$ cat src/rtl/fetch_ctrl.sv
// Instruction-fetch and PC sequencer: drives the instruction-bus handshake,
// presents one instruction at a time and advances the PC with MIPS delay slots.
module fetch_ctrl #(
    parameter logic [31:0] RESET_PC = 32'h0000_0000
) (
    input  logic        clk,
    input  logic        resetn,
    output logic        ireq_valid,
    output logic [31:0] ireq_addr,
    input  logic        iresp_addr_ok,
    input  logic        iresp_data_ok,
    input  logic [31:0] iresp_data,
    output logic        instr_valid,
    output logic [31:0] instr,
    output logic        fetch_err,
    output logic [31:0] pc,
    output logic [31:0] next_pc,
    output logic        in_delay_slot,
    input  logic        commit,
    input  logic        commit_taken,
    input  logic [31:0] commit_target,
    output logic [31:0] retired
);

    localparam logic [1:0] ST_IDLE      = 2'd0;
    localparam logic [1:0] ST_FETCH     = 2'd1;
    localparam logic [1:0] ST_ADDR_SENT = 2'd2;
    localparam logic [1:0] ST_DONE      = 2'd3;

    logic [1:0]  state_q, state_d;
    logic [31:0] pc_q, pc_d;
    logic        delayed_q, delayed_d;
    logic [31:0] delayed_pc_q, delayed_pc_d;
    logic [31:0] instr_q, instr_d;
    logic        fetch_err_q, fetch_err_d;
    logic [31:0] retired_q, retired_d;
    logic        pc_aligned;

    assign pc_aligned = (pc_q[1:0] == 2'b00);

    always_comb begin
        state_d      = state_q;
        pc_d         = pc_q;
        delayed_d    = delayed_q;
        delayed_pc_d = delayed_pc_q;
        instr_d      = instr_q;
        fetch_err_d  = fetch_err_q;
        retired_d    = retired_q;
        case (state_q)
            ST_IDLE: state_d = ST_FETCH;
            ST_FETCH: begin
                // A misaligned PC never reaches the bus; it is reported as AdEL-fetch.
                if (!pc_aligned) begin
                    state_d     = ST_DONE;
                    instr_d     = 32'h0;
                    fetch_err_d = 1'b1;
                end else if (iresp_addr_ok) begin
                    if (iresp_data_ok) begin
                        instr_d = iresp_data;
                        state_d = ST_DONE;
                    end else begin
                        state_d = ST_ADDR_SENT;
                    end
                end
            end
            ST_ADDR_SENT: begin
                if (iresp_data_ok) begin
                    instr_d = iresp_data;
                    state_d = ST_DONE;
                end
            end
            ST_DONE: begin
                if (commit) begin
                    retired_d   = retired_q + 32'd1;
                    fetch_err_d = 1'b0;
                    state_d     = ST_FETCH;
                    // Branches inside a delay slot are unsupported and dropped.
                    if (delayed_q) begin
                        pc_d      = delayed_pc_q;
                        delayed_d = 1'b0;
                    end else begin
                        pc_d = pc_q + 32'd4;
                        if (commit_taken) begin
                            delayed_d    = 1'b1;
                            delayed_pc_d = commit_target;
                        end
                    end
                end
            end
            default: state_d = ST_IDLE;
        endcase
    end

    always_ff @(posedge clk or negedge resetn) begin
        if (!resetn) begin
            state_q      <= ST_IDLE;
            pc_q         <= RESET_PC;
            delayed_q    <= 1'b0;
            delayed_pc_q <= 32'h0;
            instr_q      <= 32'h0;
            fetch_err_q  <= 1'b0;
            retired_q    <= 32'h0;
        end else begin
            state_q      <= state_d;
            pc_q         <= pc_d;
            delayed_q    <= delayed_d;
            delayed_pc_q <= delayed_pc_d;
            instr_q      <= instr_d;
            fetch_err_q  <= fetch_err_d;
            retired_q    <= retired_d;
        end
    end

    assign ireq_valid    = (state_q == ST_FETCH) && pc_aligned;
    assign ireq_addr     = pc_q;
    assign instr_valid   = (state_q == ST_DONE);
    assign instr         = instr_q;
    assign fetch_err     = fetch_err_q;
    assign pc            = pc_q;
    assign next_pc       = pc_q + 32'd4;
    assign in_delay_slot = delayed_q;
    assign retired       = retired_q;

endmodule
$ cat config.mk
export PLATFORM = sky130hd
export DESIGN_NAME = fetch_ctrl
export DESIGN_NICKNAME = d
export VERILOG_FILES = /design/src/rtl/fetch_ctrl.sv
export SDC_FILE = /design/constraint.sdc
export NUM_CORES = 1
export LEC_CHECK = 0
export ABC_AREA = 0
export CAP_MARGIN = 0
export CORE_MARGIN = 2
export CORE_UTILIZATION = 42
export DETAILED_ROUTE_END_ITERATION = 6
export PLACE_DENSITY_LB_ADDON = 0.08
export SETUP_SLACK_MARGIN = 0.4
export SYNTH_ARGS = -nofsm -noshare
export SYNTH_HDL_FRONTEND = slang
export SYNTH_SLANG_ARGS = --single-unit
export TNS_END_PERCENT = 50
$ cat constraint.sdc
create_clock -name clk -period 1.65 [get_ports clk]
set_input_delay 0.2475 -clock clk [delete_from_list [all_inputs] [get_ports clk]]
set_output_delay 0.2475 -clock clk [all_outputs]
set_load 0.005 [all_outputs]
# Word level (Yosys, flattened, before mapping)
# Index checks and enable logic that the tools add are counted.
[totals]
register_bits = 132
input_bits = 70
output_inout_bits = 164
word_cells = 43
[op_classes]
n_addsub = 2
eq_ne = 7
mux = 16
n_bitwise = 1
n_reduce_logical = 10
[ops]
columns = ["operator", "n"]
rows = [
  ["$mux 32", 4],
  ["$pmux 32 s2", 1],
  ["$add 32x1->32 const B", 1],
  ["$add 32x3->32 const B", 1],
  ["$mux 2", 4],
  ["$pmux 2 s4", 1],
  ["$reduce_and 3->1", 2],
  ["$mux 1", 5],
  ["$eq 2x2->1 const B", 2],
  ["$logic_not 2->1", 2],
  ["$ne 2x2->1 const B", 2],
  ["$reduce_and 2->1", 2],
  ["$reduce_and 4->1", 1],
  ["$reduce_bool 2->1", 2],
  ["$ne 3x3->1 const B", 1],
  ["$eq 2x1->1 const B", 1],
  ["$ne 2x1->1 const B", 1],
  ["$pmux 1 s2", 1],
  ["$logic_and 1x1->1", 1],
  ["$not 1->1", 1],
]

# Longest topological paths before layout
# Gate-level depths: netlist of run 1.
[logic_depth]
ltp_word = 4
depth_mapped = 8
mapped_depth_nobuf = 6

# Least setup slack after synthesis of run 1
# Ideal clock, no wire load.
[synth_timing]
path_kind = "flip-flop to output port"
from = "reg pc_q[3] (netlist: ireq_addr[3])"
to = "out next_pc[30]"
arrival_time_ns = 1.642
required_ns = 1.402
setup_slack_ns = -0.239
stages_incl_launch_ff = 7
n_path_buf = 1
cell_sequence = "dfrtp_1 > ha_1 > and4_1 > and4_1 > buf_4 > nand4_1 > xnor2_1"
[synth_via]
elab_chain_cells = 1
[synth_rtl]
columns = ["item", "line", "text"]
rows = [
  ["start, declared", "31", "logic [31:0] pc_q, pc_d;"],
  ["start signal, assigned", "105", "pc_q <= pc_d;"],
  ["$add 32x3->32", "120", "assign next_pc = pc_q + 32'd4;"],
  ["end, declared", "17", "output logic [31:0] next_pc,"],
]
# No other way between the ends.

# Worst setup path in the final report of run 1
[layout_timing]
from = "reg pc_q[14] (netlist: ireq_addr[14])"
to = "out next_pc[27]"
# Same word-level chain as after synthesis.

==> metrics.txt, run 1 <==
post-route minimum period=2.49 ns; Vias=about 8,500; syn nets=~770; number of hold violations in the final report=0; critical path cell sequence=nand4_1, nor4_4, buf_4, buf_6, nand4_1, xnor2_1, buf_2; final setup fails=roughly 170; Crit Path Category=reg2out; # diodes=0; CTS root buf=clkbuf_16; Max Root-Sink Buffers=2; nets@finish=around 1,300; FP Rows=46; DR WL/cell=between 20 and 30 um; ys flop type=dfrtp_1; number of port buffers=about 230; CP dominant cell by count=nand4_1; Num CTS Buffers=17; Synth Instances=about 700; Slowest cell on crit path=dfrtp_1; antenna-violating nets left=0; Seq cells post-synth=between 100 and 150; outcome=finished with violations; first-pass iteration count of the detailed router=5; die width=approximately 130 um; Vias per Instance=about 6.0; Final period util=151%; initial antenna violation count=0; met3 wire length=about 2.8 mm; failing checks=setup timing; Post-synth EDFFs=0; detailed-placement wirelength estimate=around 15 mm; Seq. cell area=about 3300 um2; Slew Viols, Final=0; clk sinks=132; Worst Setup Start Kind=flip-flop; core area=15,900 um2; WHS=0.350 ns; slowest stage delay, CP=~0.45 ns; HP Class=in2async; total negative slack=-52.53 ns; reg-to-reg endpoint=ireq_addr[28]; worst r2r path cells=11; count of different cell masters after synthesis=54; CP Buf/Inv Count=3; initial core utilization=a little over two fifths; Multi-input gate area=approximately 4600 um2; Worst-path clk slew=~0.070 ns; I/O pins=roughly 230; CP arrival=about 2.3 ns; FF-to-FF setup slack=-0.46 ns; Initial DRC Count=around 740; max-cap violations=0; Worst EP required=1.40 ns; layout cells sized above 1=between 60% and 70%; DR DRC count=0; GPL Wtd Cong=0.860; CP top delay family=simple AND/OR/NAND/NOR gates; die area=roughly 17,000 um2; Post-Route WL=35.9 mm; clk_skew=between 0.01 and 0.015 ns; Max VDD drop=1.24 mV; power density cells=roughly 1800 nW/um2; Synthesis Warnings=0; crit path max fanout=3; Mapped Area=6890 um2; P_leak=7.24 nW; fill cell count=approximately 520; top layer in use=met4; first-pass GRT wire length=42.9 mm; Rel. slew slack=about 56%; Mean Syn Cell Area=between 9 and 10 um2; setup ws final=-0.843 ns; fmax=0.401 GHz; ys async rst share=100%; WL met2=between 15 and 20 mm; pin count of the biggest net entering global routing=just over 50; RSZ-0062 raised after global routing=yes; Setup crit end kind=output port; RR Startpoint=state_q[1]; CTS tree=yes; Total GRT Usage=between 30% and 40%; grt ovf=0; met1 WL=13.0 mm; Worst-Margin Slew=roughly 0.65 ns; Layout Area Growth over Synthesis=113%; CTS H-tree depth=4; die height=around 130 um; vias in the first global route=between 8,000 and 9,000; clk_lat worst skew=0.45 ns; sequential share of the synthesized area=47.9%
[timing repair]
item,CTS,global route
hold endpoints to repair,44,0
endpoints found under the setup margin,295,296
pin swaps,75,103
setup buffers,128,47
cloned,10,6
hold buffers,1,0
gates resized for setup,550,426
[Yosys cell counts, drive strengths merged (2+ instances only)]
cell type	count	share of area, %
buf	52	5.2
nor3	19	1.5
dfrtp	132	48
and2	4	0.36
o31ai	2	0.22
or2	2	0.18
nor2	21	1.1
a21oi	49	3.6
nand3	38	2.8
a2bb2oi	3	0.38
a41o	2	0.29
nand2	99	5.4
o211ai	2	0.22
o2bb2ai	4	0.51
ha	5	0.91
clkbuf	22	1.2
nand4	27	2.9
o311ai	5	0.64
xnor2	53	6.7
a311o	2	0.29
inv	17	0.93
a22oi	5	0.54
nand3b	2	0.22
o21ai	17	1.2
nand2b	4	0.36
nor4	9	1.5
xor2	6	0.76
and4	12	1.5
o22ai	2	0.18
nor4b	2	0.25
a31oi	3	0.27
mux2i	6	0.87
mux2	34	5.6
and3	23	2.1
a221oi	2	0.25
[stage by stage]
stage	total power [W]	cells	utilization (%)	setup slack (ns)	cell area (um2)
6_report	0.0263	1419	92.2	-0.843	14700
5_1_grt	0.0271	1419	92.2	-0.850	14700
4_1_cts	0.0221	1366	81.6	-0.625	13000
3_5_place_dp	0.0152	1195	64.9	-0.587	10300
3_3_place_gp	0.0149	1195	64.9	-0.557	10300
2_1_floorplan	0.0101	696	-	-0.0856	7190
[cells in the final DEF (no fill, tap or decap), types with 8 or more instances in the layout]
master	instances
nand3_2	18
nor2_1	11
nand3_4	12
buf_2	43
clkbuf_16	21
mux2_4	34
buf_6	205
and3_1	9
dfrtp_1	108
nor3_1	13
nand2_1	51
nor2_4	9
buf_4	108
buf_8	10
dlymetal6s2s_1	45
buf_12	24
dfrtp_2	24
nand4_1	23
xnor2_1	31
and3_4	14
clkdlybuf4s50_1	78
xnor2_2	21
nand2_2	13
inv_1	15
nand2_4	34
a21oi_2	39
nand3_1	8
clkbuf_2	12
[cells by family (layout without fill, tap and decap cells)]
family,count (synthesis),in the layout,synth area share [%]
AND/OR/NAND/NOR,265,267,20.6
flip-flops,132,132,47.9
adder cells (fa/ha/maj),5,5,0.908
buffers and inverters,92,597,7.35
multiplexers,40,40,6.43
AO/OA/AOI/OAI,103,103,9.28
XOR/XNOR,59,59,7.50
[worst max path at each step]
| stage | slack, ns | startpoint | cells after the start | to |
|---|---|---|---|---|
| 6_report | -0.84 | ireq_addr[14] | 7 | next_pc[27] |
| 5_1_grt | -0.85 | ireq_addr[14] | 7 | next_pc[27] |
| 4_1_cts | -0.62 | ireq_addr[13] | 5 | next_pc[15] |
| 3_5_place_dp | -0.59 | iresp_data_ok | 5 | instr[17] |
| 3_3_place_gp | -0.56 | ireq_addr[3] | 6 | next_pc[24] |
| 2_1_floorplan | -0.09 | ireq_addr[3] | 6 | next_pc[30] |
[sequential cells by signal, indices dropped and copies added (netlist names)]
name           cells
delayed_pc_q      32
fetch_err          1
in_delay_slot      1
instr             32
ireq_addr         32
retired           32
state_q            2
[layout make-up]
type                       instances  area share (%)
timing repair buffer             547            39.5
multi-input combinational        474            31.6
sequential                       132            22.7
clock buffer                      17            2.89
tap                              216            1.84
clock inverter                    15           0.996
inverter                          18           0.494
[worst reg2reg max path, stage by stage, from the launching register on]
cell     delay, ns
dfrtp_1       0.40
buf_6         0.12
buf_6         0.09
ha_4          0.15
and2_4        0.17
buf_6         0.09
buf_6         0.08
buf_6         0.10
buf_16        0.13
nand4_1       0.17
nor4_2        0.37
nor3_2        0.11
[where the power goes]
part,switching (W),internal (W)
clock network,0.00175,0.00211
registers,0.00132,0.00449
logic,0.00734,0.00926
total,0.0104,0.0159
[metal layers]
| metal | vias to the layer above | track usage (%) |
|---|---|---|
| met4 | 0 | 16.4 |
| li1 | 3430 | - |
| met2 | 631 | 52.8 |
| met1 | 4215 | 36.8 |
| met3 | 237 | 7.11 |
| met5 | - | 0 |
(Power assumes the default switching activity.)
==> run 2, diff against run 1 <==
--- a/config.mk
+++ b/config.mk
@@ -11,7 +11,7 @@
 export CORE_UTILIZATION = 42
 export DETAILED_ROUTE_END_ITERATION = 6
 export PLACE_DENSITY_LB_ADDON = 0.08
-export SETUP_SLACK_MARGIN = 0.4
+export SETUP_SLACK_MARGIN = 0.5
 export SYNTH_ARGS = -nofsm -noshare
 export SYNTH_HDL_FRONTEND = slang
 export SYNTH_SLANG_ARGS = --single-unit
==> run 2 against run 1 <==
  * The run still ends with setup timing left
  * Routed wire length is 0.63% lower
  * Count of clock-buffer cells in the layout stayed put
  * Sequential cell count stayed put
  * Final cell count is 1.1% lower
  * Cell area is 1.3% lower
  * Core utilization is 1.2 points lower
  * Non-clock buffer count is 15 lower
  * Clock power hardly changed
  * Worst setup slack better by 0.049 ns
  * Largest power group unchanged
==> metrics.txt, run 2 (synthesis gave the netlist of run 1 again) <==
vias in the first global route=8,119 (was 8,081); post-route minimum period=2.44 ns (was 2.49 ns); Seq. cell area=3330 um2 (about the same); number of hold violations in the final report=0 (unchanged); detailed-placement wirelength estimate=14.8 mm (unchanged); FP Rows=46 (unchanged); antenna-violating nets left=0 (unchanged); Rel. slew slack=55.3% (was 56.3%); total negative slack=-51.69 ns (was -52.53 ns); Crit Path Category=reg2out (unchanged); die area=17,400 um2 (unchanged); GPL Wtd Cong=0.860 (unchanged); RSZ-0062 raised after global routing=yes (unchanged); Worst-Margin Slew=0.665 ns (was 0.651 ns); CP arrival=2.20 ns (was 2.25 ns); first-pass iteration count of the detailed router=5 (unchanged); RR Startpoint=ireq_addr[2] (was state_q[1]); die width=132 um (unchanged); Initial DRC Count=599 (was 741); clk_lat worst skew=0.46 ns (was 0.45 ns); Slew Viols, Final=0 (unchanged); Worst EP required=1.40 ns (about the same); initial core utilization=43.2% (unchanged); WHS=0.341 ns (was 0.350 ns); Max Root-Sink Buffers=2 (unchanged); crit path max fanout=3 (unchanged); Slowest cell on crit path=dfrtp_2 (was dfrtp_1); clk_skew=0.0172 ns (was 0.0150 ns); grt ovf=0 (unchanged); outcome=finished with violations (unchanged); DR WL/cell=25.4 um (was 25.3 um); slowest stage delay, CP=0.43 ns (was 0.45 ns); HP Class=in2async (unchanged); fill cell count=577 (was 516); Worst Setup Start Kind=flip-flop (unchanged); Layout Area Growth over Synthesis=111% (was 113%); Worst-path clk slew=0.08 ns (was 0.07 ns); layout cells sized above 1=61.0% (was 61.5%); Setup crit end kind=output port (unchanged); initial antenna violation count=0 (unchanged); CTS root buf=clkbuf_16 (unchanged); clk sinks=132 (unchanged); die height=132 um (unchanged); Num CTS Buffers=17 (unchanged); Vias per Instance=5.89 (was 6.00); P_leak=7.17 nW (was 7.24 nW); commonest non-fill, non-tap cell in the layout=buf_6 (unchanged); pin count of the biggest net entering global routing=51 (unchanged); CP startpoint=ireq_addr[2] (was ireq_addr[14]); core area=15,900 um2 (unchanged); DR DRC count=0 (unchanged); CTS tree=yes (unchanged); most frequent cells in the layout=buf_6, buf_4, dfrtp_1 (unchanged); Vias=8,266 (was 8,513); first-pass GRT wire length=44.0 mm (was 42.9 mm); final setup fails=174 (unchanged); nets@finish=1,250 (was 1,265); Final period util=148% (was 151%); Post-Route WL=35.7 mm (was 35.9 mm); critical path cell sequence=ha_4, and4_4, nand4_1, buf_4, nor2_4, xnor2_2, buf_2 (was nand4_1, nor4_4, buf_4, buf_6, nand4_1, xnor2_1, buf_2); CTS H-tree depth=4 (unchanged); # diodes=0 (unchanged); Multi-input gate area=4650 um2 (about the same); I/O pins=234 (unchanged); number of port buffers=233 (unchanged); max-cap violations=0 (unchanged); fmax=0.409 GHz (was 0.401 GHz); Total GRT Usage=32.0% (was 31.1%); pre-CTS setup slack=-0.587 ns (unchanged); FF-to-FF setup slack=-0.47 ns (was -0.46 ns); power density cells=1790 nW/um2 (about the same); failing checks=setup timing (unchanged); setup ws final=-0.794 ns (was -0.843 ns); final core utilization=91.0% (was 92.2%); Max VDD drop=1.17 mV (was 1.24 mV)
run 2: cell count changes in the layout (fill, tap and decap cells not counted), moves of 3 or more:
cell / before / now
dlygate4sd2_1: 0 / 4
clkdlybuf4s15_1: 5 / 1
buf_6: 205 / 196
nand2_1: 51 / 55
clkdlybuf4s50_1: 78 / 70
nand2_4: 34 / 31
o21ai_0: 5 / 8
run 2: area by class of cell:
cell class | count | area share (%)
tap | 216 | 1.86
clock buffer | 17 | 2.93
sequential | 132 | 23.0
inverter | 18 | 0.500
multi-input combinational | 474 | 32.1
clock inverter | 15 | 1.01
timing repair buffer | 532 | 38.7
run 2: stage by stage:
step	area, um2	total power [W]	instances
floorplan	7190	0.0101	696
global placement	10300	0.0149	1195
detailed placement	10300	0.0152	1195
CTS	13100	0.0221	1368
global route	14500	0.0267	1404
finish	14500	0.0260	1404
run 2: path summary, 6_finish.rpt:
path | end | depth (start not counted)
setup / recovery | next_pc[22] | 7
hold / removal | instr[1] | 2
setup reg to reg | ireq_addr[22] | 10
hold reg to reg | retired[31] | 1
max in group asynchronous | retired[22] | 3
min in group clk | instr[18] | 3
run 2: where the power goes:
group | switching [W] | internal (W) | leakage (nW)
registers | 0.00132 | 0.00448 | 1.61
logic | 0.00724 | 0.00906 | 5.29
clock network | 0.00175 | 0.00211 | 0.270
run 2: critical path, delay by kind of cell (launching register included):
kind	cells	cell delay, ns
AND/OR/NAND/NOR	3	0.62
XOR/XNOR	1	0.15
buffers and inverters	2	0.37
adder cells (fa/ha/maj)	1	0.16
flip-flops	1	0.43
run 2: metal layers:
layer	track usage [%]	vias up	share of wire (%)
met1	37.6	4177	36
li1	-	3398	-
met3	7.04	177	6.3
met4	16.6	0	5.9
met5	0	-	0
met2	54.9	514	52
run 2: repair_timing:
| item | CTS | global route |
|---|---|---|
| pin swaps | 75 | 86 |
| gates resized for setup | 552 | 415 |
| cloned | 11 | 4 |
| endpoints found under the hold margin | 44 | 0 |
| hold buffers | 1 | 0 |
| setup endpoints to repair | 296 | 296 |
| buffers inserted | 129 | 32 |
